File: config.mk
export PLATFORM = sky130hd
export DESIGN_NAME = control_movimiento
export DESIGN_NICKNAME = d
export VERILOG_FILES = /design/src/rtl/control_movimiento.sv
export SDC_FILE = /design/constraint.sdc
export NUM_CORES = 1
export LEC_CHECK = 0
export ABC_AREA = 1
export CORE_ASPECT_RATIO = 0.75
export CORE_MARGIN = 1.5
export CORE_UTILIZATION = 45
export DETAILED_ROUTE_END_ITERATION = 6
export PLACE_DENSITY = 0.72
export SYNTH_ARGS = -nofsm -noshare
export SYNTH_HDL_FRONTEND = slang
export SYNTH_SLANG_ARGS = --single-unit
export TNS_END_PERCENT = 50
File: constraint.sdc
create_clock -name clk -period 3.4 [get_ports clk]
set_input_delay 0.68 -clock clk [delete_from_list [all_inputs] [get_ports clk]]
set_output_delay 0.68 -clock clk [all_outputs]
set_load 0.1 [all_outputs]
File: src/rtl/control_movimiento.sv
// Timed motion-command sequencer feeding the movimiento direction decoder.
// Adds a stopped dead-time before reversals and stops on abort or a front obstacle.
module control_movimiento #(
    parameter int TICK_DIV   = 50000,
    parameter int DUR_W      = 16,
    parameter int DEAD_TICKS = 100
) (
    input  logic             clk,
    input  logic             rst,
    input  logic             cmd_valid,
    output logic             cmd_ready,
    input  logic [2:0]       cmd_dir,
    input  logic [DUR_W-1:0] cmd_dur,
    input  logic             obstacle,
    input  logic             abort,
    output logic [2:0]       estado,
    output logic             busy,
    output logic             done,
    output logic [1:0]       status
);

    // state | meaning
    // IDLE  | stopped, ready for a command
    // DEAD  | stopped dead-time before a direction change
    // RUN   | driving the latched direction for the latched duration
    typedef enum logic [1:0] {IDLE, DEAD, RUN} state_t;

    localparam int PW = (TICK_DIV > 2) ? $clog2(TICK_DIV) : 1;
    localparam int DW = $clog2(DEAD_TICKS + 1);

    state_t           state, state_n;
    logic [PW-1:0]    presc, presc_n;
    logic [DW-1:0]    dead_cnt, dead_n;
    logic [DUR_W-1:0] remaining, rem_n, dur_q, dur_n;
    logic [2:0]       dir_q, dir_n, last_dir, last_dir_n, estado_n;
    logic             busy_n, done_n;
    logic [1:0]       status_n;
    logic             tick;

    assign tick      = (presc == PW'(TICK_DIV - 1));
    assign cmd_ready = (state == IDLE);

    always_comb begin
        state_n    = state;
        presc_n    = tick ? '0 : presc + PW'(1);
        dead_n     = dead_cnt;
        rem_n      = remaining;
        dur_n      = dur_q;
        dir_n      = dir_q;
        last_dir_n = last_dir;
        estado_n   = estado;
        busy_n     = busy;
        done_n     = 1'b0;
        status_n   = status;
        case (state)
            IDLE: begin
                estado_n = 3'b000;
                busy_n   = 1'b0;
                if (cmd_valid) begin
                    if (cmd_dir >= 3'd5) begin
                        done_n   = 1'b1;
                        status_n = 2'b11;
                    end else if (cmd_dir == 3'b000 || cmd_dur == '0) begin
                        done_n   = 1'b1;
                        status_n = 2'b00;
                    end else if (cmd_dir == 3'b001 && obstacle) begin
                        done_n   = 1'b1;
                        status_n = 2'b01;
                    end else begin
                        dir_n   = cmd_dir;
                        dur_n   = cmd_dur;
                        presc_n = '0;
                        busy_n  = 1'b1;
                        if (last_dir != 3'b000 && last_dir != cmd_dir) begin
                            state_n = DEAD;
                            dead_n  = DW'(DEAD_TICKS);
                        end else begin
                            state_n    = RUN;
                            estado_n   = cmd_dir;
                            last_dir_n = cmd_dir;
                            rem_n      = cmd_dur;
                        end
                    end
                end
            end
            DEAD, RUN: begin
                // abort outranks the obstacle stop, which outranks normal expiry
                if (abort || (obstacle && dir_q == 3'b001)) begin
                    state_n  = IDLE;
                    estado_n = 3'b000;
                    busy_n   = 1'b0;
                    done_n   = 1'b1;
                    status_n = abort ? 2'b10 : 2'b01;
                end else if (tick) begin
                    if (state == DEAD) begin
                        if (dead_cnt == DW'(1)) begin
                            state_n    = RUN;
                            estado_n   = dir_q;
                            last_dir_n = dir_q;
                            rem_n      = dur_q;
                            presc_n    = '0;
                        end else begin
                            dead_n = dead_cnt - DW'(1);
                        end
                    end else begin
                        if (remaining == DUR_W'(1)) begin
                            state_n  = IDLE;
                            estado_n = 3'b000;
                            busy_n   = 1'b0;
                            done_n   = 1'b1;
                            status_n = 2'b00;
                        end else begin
                            rem_n = remaining - DUR_W'(1);
                        end
                    end
                end
            end
            default: begin
                state_n  = IDLE;
                estado_n = 3'b000;
                busy_n   = 1'b0;
            end
        endcase
    end

    always_ff @(posedge clk) begin
        if (rst) begin
            state     <= IDLE;
            presc     <= '0;
            dead_cnt  <= '0;
            remaining <= '0;
            dur_q     <= '0;
            dir_q     <= 3'b000;
            last_dir  <= 3'b000;
            estado    <= 3'b000;
            busy      <= 1'b0;
            done      <= 1'b0;
            status    <= 2'b00;
        end else begin
            state     <= state_n;
            presc     <= presc_n;
            dead_cnt  <= dead_n;
            remaining <= rem_n;
            dur_q     <= dur_n;
            dir_q     <= dir_n;
            last_dir  <= last_dir_n;
            estado    <= estado_n;
            busy      <= busy_n;
            done      <= done_n;
            status    <= status_n;
        end
    end

endmodule

# Yosys cells after proc, flatten, opt, wreduce, memory -nomap -nowiden
# Cells that the tools add are included.
# W data, S select, Z words.
# word_totals
regBits	70
in_bits	24
output_inout_bits	8
elab_cells	153
# op_classes
addsub	3
order_cmp	1
n_eq_ne	27
muxes	89
n_bitwise	3
n_reduce_logical	19
# ops
cell	n
$mux W16	19
$pmux W16 S2	2
$mux W7	9
$mux W3	18
$mux W2	18
$reduce_and A10 Y1	3
$ne A2 B2 Y1 const B	10
$add A16 B1 Y16 const B	1
$eq A16 B1 Y1 const B	1
$eq A16 B16 Y1 const B	1
$logic_not A16 Y1	1
$mux W1	16
$sub A16 B1 Y16 const B	1
$ne A3 B3 Y1 const B	5
$pmux W7 S2	1
$pmux W3 S2	2
$ne A4 B4 Y1 const B	2
$pmux W2 S2	2
$eq A7 B1 Y1 const B	1
$reduce_and A7 Y1	1
$sub A7 B1 Y7 const B	1
$eq A3 B1 Y1 const B	2
$reduce_and A3 Y1	2
$reduce_and A6 Y1	1
16 further kinds	22

# Depth between registers and ports, before layout
# Gate-level depths: netlist (run 1).
# depth
depth_word	8
depth_mapped	16
mapped_depth_nobuf	14

# Worst setup path before layout (run 1)
# No wires, ideal clock.
# synth_path
path_type	reg2reg
start	reg state[0]
end	reg remaining[3]
setup_time_ps	113
arrival_ps	2257
required_time_ps	3287
slack_ps	1030
path_stages_with_launch	16
path_buffers	2
period_less_slack_ps	2370
path_cell_list	dfxtp_1 -> inv_1 -> ha_1 -> buf_6 -> inv_2 -> nor2_2 -> nor2_4 -> nand2_1 -> inv_1 -> nand3_1 -> nor2_1 -> nand4_1 -> buf_2 -> nand2_1 -> nand2_1 -> nor2_1
# synth_between
elab_cells_between_ends	19
classes_between	eq/ne (11); mux (4); reduce/logical (4)
# synth_rtl
item	line	text
start: declaration	31	state_t state, state_n;
start signal: assignment	140	state <= state_n;
$logic_not A2 Y1 *	--	
via cmd_ready	11	output logic cmd_ready,
$ne A2 B2 Y1 (no source line) or $reduce_bool A2 Y1 (tied branches)	--	
$reduce_and A10 Y1 (no source line)	--	
end signal: assignment	143	remaining <= rem_n;
end: declaration	34	logic [DUR_W-1:0] remaining, rem_n, dur_q, dur_n;
# The timed path passes the listed nets; every way through them passes the cells marked *. The select of a mux whose other input is x is not followed.
# A chain may end at the register's enable or synchronous reset.

# Final worst setup path (run 1)
# layout_path
start	in cmd_dir[0]
end	reg dur_q[12]
# layout_between
elab_chain_len	4
elab_cells_between_ends	9
classes_between	order compare (1); eq/ne (1); bitwise (3); reduce/logical (4)
# layout_lines
item	line	text
start: declaration	12	input logic [2:0] cmd_dir,
parallel branches: the longest is 3 deep, another holds $ge A3 B3 Y1	--	
$reduce_and A5 Y1 (no source line) *	--	
end signal: assignment	144	dur_q <= dur_n;
end: declaration	34	
# Mark *: on every way between the ends.

==> results of run 1 <==
-- worst paths after layout --
kind                   start     endpoint  slack (ns)  cells past startpoint
setup reg to reg    state[1]  dead_cnt[6]        1.17                     12
hold reg to reg     presc[0]     presc[0]        0.45                      1
hold / removal      presc[0]     presc[0]        0.45                      1
setup / recovery  cmd_dir[0]    dur_q[12]        0.88                      9
-- routing by layer --
metal  vias to the layer above  track usage [%]  part of all wire (%)
met5                         -                0                     0
met4                         0            7.159                   1.1
met3                         9            5.524                   6.7
met2                       127            34.78                    43
met1                      1856            31.00                    49
li1                       2163                -                     -
-- worst max-delay path, stage by stage --
cell and delay [ns]:
clkdlybuf4s50_1 0.54, nor2_2 0.20, nor2_2 0.08, a21oi_2 0.16
nand3_2 0.15, nor2_4 0.29, inv_2 0.28, nor2_1 0.27
nor2_1 0.08
-- cells in the mapped netlist, types with 3 or more instances --
cell type  instances  area, um^2
clkbuf_1          10       37.54
nand2_1          166       623.1
a31oi_1            4       25.02
o211ai_1           5       37.54
nand3_2            5       50.05
nor2_1           130       488.0
buf_2              7       35.03
ha_1               9       112.6
or2_2              3       18.77
a21oi_1           44       220.2
buf_6              4       45.04
inv_1             62       232.7
nand3_1           51       255.2
nor2_2             6       37.54
nor2_4             4       45.04
xnor2_1            6       52.55
xor2_1             9       78.83
nand4_1            5       31.28
o21ai_0           36       180.2
dfxtp_1           70        1401
nor3_1             6       30.03
-- metrics by stage --
| stage | utilization, % | hold WS [ns] | cells |
|---|---|---|---|
| 2_1_floorplan | - | 0.4132 | 666 |
| 3_3_place_gp | 50.65 | 0.4270 | 807 |
| 3_5_place_dp | 50.65 | 0.4409 | 807 |
| 4_1_cts | 54.08 | 0.4485 | 823 |
| 5_1_grt | 54.08 | 0.4749 | 823 |
| 6_report | 54.08 | 0.4503 | 823 |
-- power groups by stage --
stage | Sequential [mW] | Clock, mW | Combinational (mW)
after detailed placement | 1.19 | 0 | 2.50
final | 1.18 | 0.971 | 2.54
after global routing | 1.20 | 1.03 | 2.86
after CTS | 1.18 | 0.988 | 2.52
after floorplan | 1.29 | 0 | 1.91
after global placement | 1.19 | 0 | 2.45
-- state kept, by name, summed over array words and instances, names as in the netlist --
| name | flops |
|---|---|
| status | 2 |
| last_dir | 3 |
| presc | 16 |
| dur_q | 16 |
| done | 1 |
| remaining | 16 |
| state | 2 |
| busy | 1 |
| dead_cnt | 7 |
| estado | 3 |
| dir_q | 3 |
-- cell families (layout without fill, tap and decap cells) --
family	count (synthesis)	in the layout	synth area share (%)
DFF	70	70	33.33
adders and majority gates	9	9	2.679
AOI/OAI and AO/OA	94	94	11.90
and+or+nand+nor	386	386	39.43
xor gates and xnor gates	15	15	3.125
buffers and inverters	90	119	9.048
muxes	2	2	0.4762
-- cell type report --
cell class                 count  area share, %
clock buffer                  11          5.166
clock inverter                 5          1.176
inverter                      66          5.064
multi-input combinational    506          49.51
sequential                    70          28.64
tap                          128          3.274
timing repair buffer          37          7.161
==> results.md, run 1 <==
* Status: finished clean
* CTS Buf Count at 9
* Sequential share of the synthesized area at around a third
* PD cells at ~960 nW/um^2
* DIE HEIGHT at between 80 and 90 um
* Filler cells at around 900
* Share of layout cells above drive strength 1 at under 10%
* Synth cell types at 37
* Clock Power Share at about a fifth
* Cells after synthesis at 666
* Critical Path Sink Type: flip-flop
* Fin area at 4892 um^2
* Via count at 4155
* H-tree levels at 3
* Max-cap check violation count at 0
* Vias per inst at ~5.0
* Multi-input gate area at around 2400 um^2
* Initial core utilization at between 40% and 50%
* GRT overflow at 0
* Pwr Total at between 4 and 5 mW
* Die W at 114.6 um
* Max Root-Sink Buffers at 2
* Final Critical Period at 2.516 ns
* Area after DPL at ~4600 um^2
* Nets at 723
* Sw power at 2.241 mW
* Int Power at 2.447 mW
* Syn nets at between 600 and 700
* Setup violations, final at 0
* Post-CTS setup buffers at 0
* Area growth, synth to finish at 16.37%
* Yosys warnings at 0
* Peak VDD IR at 0.4015 mV
* Most frequent cells in the layout: 166 x nand2_1, 130 x nor2_1, 70 x dfxtp_1
* Setup WS post-layout at between 0.8 and 0.9 ns
* Leak at ~2.1 nW
* GRT Total Usage at 22.54%
* Setup TNS Final at 0 ns
* Slew @ Worst Pin at about 0.97 ns
* Clock-pin slew on the worst setup and hold paths at around 0.06 ns
* Antenna violations before repair at 0
* Layout Skew at about 0.0080 ns
* First-pass GRT wire length at 17.56 mm
* Place WS at a little under 0.6 ns
* Post-synthesis register bit count at 70
* Hold_buf cts at 0
* WP data required at between 3 and 4 ns
* Synth async-reset ratio at 0%
* Hold crit path type: reg2reg
* Largest net degree at the start of global routing at 38
* Sw frac at between 40% and 50%
* IO buf count at 31
* Post-cts sizing count at 0
* Clk sinks at 70
* Drt wl/cell at between 10 and 15 um
* Iter 0 DRT Violations at between 300 and 400
* TritonRoute pass-1 iters at 6
* Synth Cell Area at about 4200 um^2
* Vias in the first global route at ~3700
* Final antenna diode count at 0
* Final period util at around 74%
* Storage cell area at roughly 1400 um^2
* ANT nets after route at 0
* CTS root buffer: clkbuf_16
* Critical path type: in2reg
* FMAX at ~400 MHz
* Average size of a mapped cell at 6.312 um^2
* Main flop type after synthesis: dfxtp_1
* Total Wirelength at 10.52 mm
* Placement row count at 30
* Arrival time worst endpoint at ~2.7 ns
* Rel. slew slack at 35.38%
* Commonest non-fill, non-tap cell in the layout: nand2_1
* GP Congestion at roughly 0.94
* Crit path launch type: primary input
* Die ar. at between 9000 and 10000 um^2
* Core Box Area at around 9000 um^2
* Worst skew pair latency at 0.34 ns
* Flop pwr share at between 20% and 30%
* Post-route DRC at 0
* CTS tree: built
* Max-slew violation count at 0
* Post-DP HPWL at roughly 7.7 mm
* Final number of hold-violating endpoints at 0
* Num ports at 32
* RSZ-0062 raised after global routing: no
* Crit-path max FO at 29
* Logic gate share of total power at 54.1%
* Post-synth EDFFs at 0
No activity file was read; power rests on OpenSTA's default activity.
==> run 2, diff against run 1 <==
--- a/config.mk
+++ b/config.mk
@@ -10,7 +10,7 @@
 export CORE_MARGIN = 1.5
 export CORE_UTILIZATION = 45
 export DETAILED_ROUTE_END_ITERATION = 6
-export PLACE_DENSITY = 0.72
+export PLACE_DENSITY = 0.75
 export SYNTH_ARGS = -nofsm -noshare
 export SYNTH_HDL_FRONTEND = slang
 export SYNTH_SLANG_ARGS = --single-unit
==> constraint.sdc (replaced) <==
create_clock -name clk -period 2.24 [get_ports clk]
set_input_delay 0.448 -clock clk [delete_from_list [all_inputs] [get_ports clk]]
set_output_delay 0.448 -clock clk [all_outputs]
set_load 0.1 [all_outputs]
==> run 2 against run 1 <==
Effect of this change: non-clock buffer count up 28; global-route usage up 0.45 points; flip-flop and latch count unchanged; clock-buffer cell count down 2; register-to-register slack worse by 0.95 ns; worst hold slack better by 0.0040 ns; final area up 4.0%; power up 53%.
==> results.md, run 2 (same netlist as run 1, synthesis figures left out) <==
* Layout Utilization at 56.27%
* RSZ-0062 raised after global routing: no
* Hold_buf cts at 0
* GRT Total Usage at between 20% and 30%
* FMAX at between 400 and 500 MHz
* Nets at between 700 and 800
* Worst hold margin at between 0.4 and 0.5 ns
* Peak VDD IR at 0.5840 mV
* Status: finished clean
* PD cells at ~1400 nW/um^2
* ANT nets after route at 0
* Flop pwr share at approximately 25%
* Sw power at between 3 and 4 mW
* Initial core utilization at a little under half
* Largest net degree at the start of global routing at 38
* Critical path type: reg2reg
* Core Box Area at 9046 um^2
* IO buf count at 31
* Largest registers: dur_q x16, presc x16, remaining x16
* Hold crit path type: reg2reg
* Max-slew violation count at 0
* Clk sinks at 70
* Post-CTS setup buffers at 0
* CTS tree: built
* Iter 0 DRT Violations at about 220
* Critical Path Sink Type: flip-flop
* H-tree levels at 3
* Num ports at 32
* Die W at ~110 um
* Clock-pin slew on the worst setup and hold paths at about 0.06 ns
* Rel. slew slack at 59.77%
* Reg-to-reg startpoint: state[0]
* First-pass GRT wire length at between 15 and 20 mm
* Antenna violations before repair at 0
* Arrival time worst endpoint at ~2.3 ns
* Min-delay src: dur_q[7]
* Setup TNS Final at 0 ns
* Sw frac at between 40% and 50%
* Most frequent cells in the layout: 166 x nand2_1, 130 x nor2_1, 70 x dfxtp_1
* Vias per inst at just over 5
* WP data required at between 2 and 3 ns
* Logic gate share of total power at between 50% and 60%
* Drt wl/cell at roughly 13 um
* Clock Power Share at roughly a fifth
* Area growth, synth to finish at 21.07%
* GRT overflow at 0
* Share of layout cells above drive strength 1 at a little under an eighth
* WHS Endpoint: dur_q[7]
* Layout Skew at between 0.005 and 0.006 ns
* WHS Path Cells at 2
* Worst reg2reg path depth at 10
* CTS Buf Count at 9
* Post-route DRC at 0
* TritonRoute pass-1 iters at 5
* Total Wirelength at 10.76 mm
* Final Critical Period at between 2 and 2.5 ns
* Placement row count at 30
* Fin area at 5090 um^2
* Via count at roughly 4300
* Int Power at approximately 3.7 mW
* Reg2reg end: estado[1]
* Max Root-Sink Buffers at 2
* Die ar. at between 9000 and 10000 um^2
* Final number of hold-violating endpoints at 0
* Crit-path max FO at 29
* Slew @ Worst Pin at 0.5989 ns
* Leak at between 2 and 2.5 nW
* Reg2reg setup slack at ~0.22 ns
* Final antenna diode count at 0
* Post-DP HPWL at a little under 8 mm
* Commonest non-fill, non-tap cell in the layout: nand2_1
* Final period util at approximately nine tenths
* Worst skew pair latency at about 0.35 ns
* Crit path launch type: flip-flop
* DIE HEIGHT at around 87 um
* Vias in the first global route at around 4000
* Pwr Total at a little over 7 mW
* Area after DPL at roughly 4800 um^2
* CTS root buffer: clkbuf_16
* GP Congestion at around 0.89
* Setup violations, final at 0
* Max-cap check violation count at 0
-- run 2: cell types whose count changed in the layout (fill, tap and decap cells not counted), sizes merged --
cell	before	now
clkinvlp	3	4
clkbuf	11	9
bufinv	1	0
clkdlybuf4s50	29	23
clkinv	3	2
buf	8	42
inv	64	67
-- run 2: routing by layer --
metal | part of all wire (%) | wire [um] | vias up | track usage, %
li1 | - | - | 2219 | -
met1 | 47 | 5088 | 1960 | 30.04
met2 | 45 | 4834 | 135 | 37.72
met3 | 6.3 | 681 | 18 | 5.105
met4 | 1.5 | 157 | 0 | 7.727
met5 | 0 | 0 | - | 0
-- run 2: how the worst max path moves through the flow --
| stage | startpoint | to | slack (ns) |
|---|---|---|---|
| after global routing | state[0] | estado[2] | 0.05 |
| after floorplan | state[0] | remaining[3] | 0.18 |
| after global placement | obstacle | remaining[1] | 0.04 |
| after CTS | state[0] | estado[1] | 0.16 |
| after detailed placement | cmd_dir[1] | dead_cnt[6] | 0.02 |
| final | state[0] | estado[1] | 0.22 |
-- run 2: cell type report --
class / count / area, um^2
inverter: 66 / 247.7
timing repair buffer: 65 / 574.3
multi-input combinational: 506 / 2425
clock buffer: 9 / 225.2
sequential: 70 / 1401
clock inverter: 7 / 56.30
tap: 128 / 160.2
fill: 897 / 3956
-- run 2: timing repair --
action                     4_1_cts  5_1_grt
setup endpoints to repair        0        3
hold endpoints to repair         0        0
resized for setup                0        1
-- run 2: worst max-delay path, cell delays in order, from the launching register on --
cell and delay [ns]:
dfxtp_1 0.38, inv_1 0.09, ha_2 0.29, inv_1 0.09, buf_6 0.25, nor2_1 0.11, nand2_1 0.14, nand3_2 0.16
nor2_1 0.23, nand2_1 0.08, a21oi_1 0.13
-- run 2: power groups by stage --
stage | Sequential, mW | Clock [mW] | Combinational (mW)
2_1_floorplan | 1.95 | 0 | 2.90
3_5_place_dp | 1.81 | 0 | 3.96
3_3_place_gp | 1.80 | 0 | 3.86
4_1_cts | 1.79 | 1.37 | 3.99
6_report | 1.79 | 1.36 | 4.02
5_1_grt | 1.83 | 1.43 | 4.53
-- run 2: metrics by stage --
| step | std cells | setup WS (ns) |
|---|---|---|
| 4_1_cts | 851 | 0.1555 |
| 3_5_place_dp | 835 | 0.01571 |
| 3_3_place_gp | 835 | 0.03966 |
| 6_report | 851 | 0.2248 |
| 2_1_floorplan | 666 | 0.1827 |
| 5_1_grt | 851 | 0.05141 |
==> run 3, diff against run 2 <==
--- a/config.mk
+++ b/config.mk
@@ -6,11 +6,13 @@
 export NUM_CORES = 1
 export LEC_CHECK = 0
 export ABC_AREA = 1
+export CAP_MARGIN = 20
 export CORE_ASPECT_RATIO = 0.75
 export CORE_MARGIN = 1.5
 export CORE_UTILIZATION = 45
 export DETAILED_ROUTE_END_ITERATION = 6
-export PLACE_DENSITY = 0.75
+export DONT_BUFFER_PORTS = 1
+export PLACE_DENSITY = 0.7
 export SYNTH_ARGS = -nofsm -noshare
 export SYNTH_HDL_FRONTEND = slang
 export SYNTH_SLANG_ARGS = --single-unit
==> run 3 against run 2 <==
Effect of this change: wire length down 4.2%; sequential power hardly changed; via count fell by 5.6%; clock skew rose by 0.0024 ns.
==> results.md, run 3 (same netlist as run 1, synthesis figures left out) <==
* Largest net degree at the start of global routing at 38
* DIE HEIGHT at slightly below 90 um
* Max Root-Sink Buffers at 2
* Vias per inst at between 5 and 6
* Vias in the first global route at between 3000 and 4000
* RSZ-0062 raised after global routing: no
* IO buf count at 0
* Post-route DRC at 0
* Cells along the critical path: inv_1 > ha_2 > buf_4 > nand2_1 > nand3_1 > nor2_1 > nand4_1 > buf_4 > nand2_1 > nand2_1 > nor2_1
* Leak at between 2 and 2.5 nW
* Worst hold margin at roughly 0.18 ns
* FMAX at around 490 MHz
* First-pass GRT wire length at roughly 17 mm
* GRT overflow at 0
* Rel. slew slack at between 50% and 60%
* Int Power at roughly 3.7 mW
* H-tree levels at 3
* ANT nets after route at 0
* Clock Power Share at 20.4%
* Max-slew violation count at 0
* Critical Path Sink Type: flip-flop
* CTS root buffer: clkbuf_16
* Total Wirelength at a little over 10 mm
* Share of layout cells above drive strength 1 at 9.024%
* Clk sinks at 70
* TritonRoute pass-1 iters at 5
* Via count at a little over 4000
* CP peak stage delay at between 0.3 and 0.4 ns
* Nets at approximately 700
* Setup violations, final at 0
* Hold_buf cts at 0
* Flop pwr share at between 20% and 30%
* Slowest cell on crit path: dfxtp_1
* Core Box Area at a little over 9000 um^2
* Status: finished clean
* Crit path launch type: flip-flop
* Die W at 114.6 um
* Clock-pin slew on the worst setup and hold paths at around 0.050 ns
* Final Critical Period at roughly 2.0 ns
* Most frequent cells in the layout: 166 x nand2_1, 129 x nor2_1, 70 x dfxtp_1
* Drt wl/cell at between 10 and 15 um
* Placement row count at 30
* Pwr Total at about 7 mW
* Max-cap check violation count at 0
* Setup WS post-layout at roughly 0.21 ns
* Post-DP HPWL at ~7.6 mm
* Antenna violations before repair at 0
* GRT Total Usage at approximately 22%
* Commonest non-fill, non-tap cell in the layout: nand2_1
* Peak VDD IR at about 0.51 mV
* Arrival time worst endpoint at about 2.3 ns
* Num ports at 32
* Setup TNS Final at 0 ns
* Logic gate share of total power at between 50% and 60%
* Sw frac at between 40% and 50%
* Final number of hold-violating endpoints at 0
* Post-cts sizing count at 0
* Hold crit path type: in2reg
* Most used cell, CP: nand2_1
* Post-CTS setup buffers at 0
* Initial core utilization at between 40% and 50%
* Iter 0 DRT Violations at between 300 and 400
* Largest registers: dur_q x16, presc x16, remaining x16
* PD cells at 1511 nW/um^2
* WP data required at about 2.5 ns
* CTS Buf Count at 9
* Crit-path max FO at 28
* CTS tree: built
* Place WS at 0.2091 ns
* Final period util at about nine tenths
* Area growth, synth to finish at 11.16%
* Sw power at 3.354 mW
* Worst skew pair latency at between 0.3 and 0.4 ns
* Layout Skew at approximately 0.0084 ns
* Slew @ Worst Pin at ~0.64 ns
* Die ar. at around 10000 um^2
* Final antenna diode count at 0
* Critical path type: reg2reg
* GP Congestion at ~0.95
run 3: cell types whose count changed in the layout (fill, tap and decap cells not counted), moves of 2 or more:
cell             change
buf_12               -2
buf_4               -21
clkbuf_8             +2
clkdlybuf4s50_1     -23
clkinv_2             +3
clkinvlp_4           -4
inv_6                -3
run 3: routing by layer:
metal	global-route usage, %	up-vias	routed length [um]
met4	6.364	0	108
met1	30.73	1828	5138
met3	6.294	9	780
met2	33.15	120	4283
li1	-	2133	-
met5	0	-	0
run 3: final cells by class:
class	instances	area, um^2
fill	918	4373
multi-input combinational	506	2427
sequential	70	1401
clock buffer	12	256.5
inverter	66	247.7
tap	128	160.2
timing repair buffer	18	135.1
clock inverter	4	45.04
run 3: stage by stage:
stage / std cells / instance area, um^2 / utilization, %
after floorplan: 666 / 4207 / -
after global placement: 788 / 4369 / 48.30
after detailed placement: 788 / 4369 / 48.30
after CTS: 804 / 4671 / 51.63
after global routing: 804 / 4673 / 51.66
final: 804 / 4673 / 51.66
run 3: worst paths after layout:
check             startpoint  slack (ns)  cells past startpoint      endpoint
hold reg to reg     presc[0]        0.45                      1      presc[0]
hold / removal           rst        0.18                      1   dead_cnt[0]
setup / recovery    state[1]        0.21                     11  remaining[9]
setup reg to reg    state[1]        0.21                     11  remaining[9]
run 3: critical path: cells and delay by family (launching register included):
kind / cells / cell delay, ns
AND/OR/NAND/NOR: 7 / 0.56
flip-flops: 1 / 0.39
adder cells (fa/ha/maj): 1 / 0.33
buffers and inverters: 3 / 0.64
run 3: power by group through the flow:
stage | combinational (mW) | clock, mW | sequential, mW
2_1_floorplan | 2.90 | 0 | 1.95
3_3_place_gp | 3.73 | 0 | 1.80
3_5_place_dp | 3.78 | 0 | 1.81
4_1_cts | 3.81 | 1.48 | 1.79
5_1_grt | 4.31 | 1.53 | 1.83
6_report | 3.82 | 1.44 | 1.79
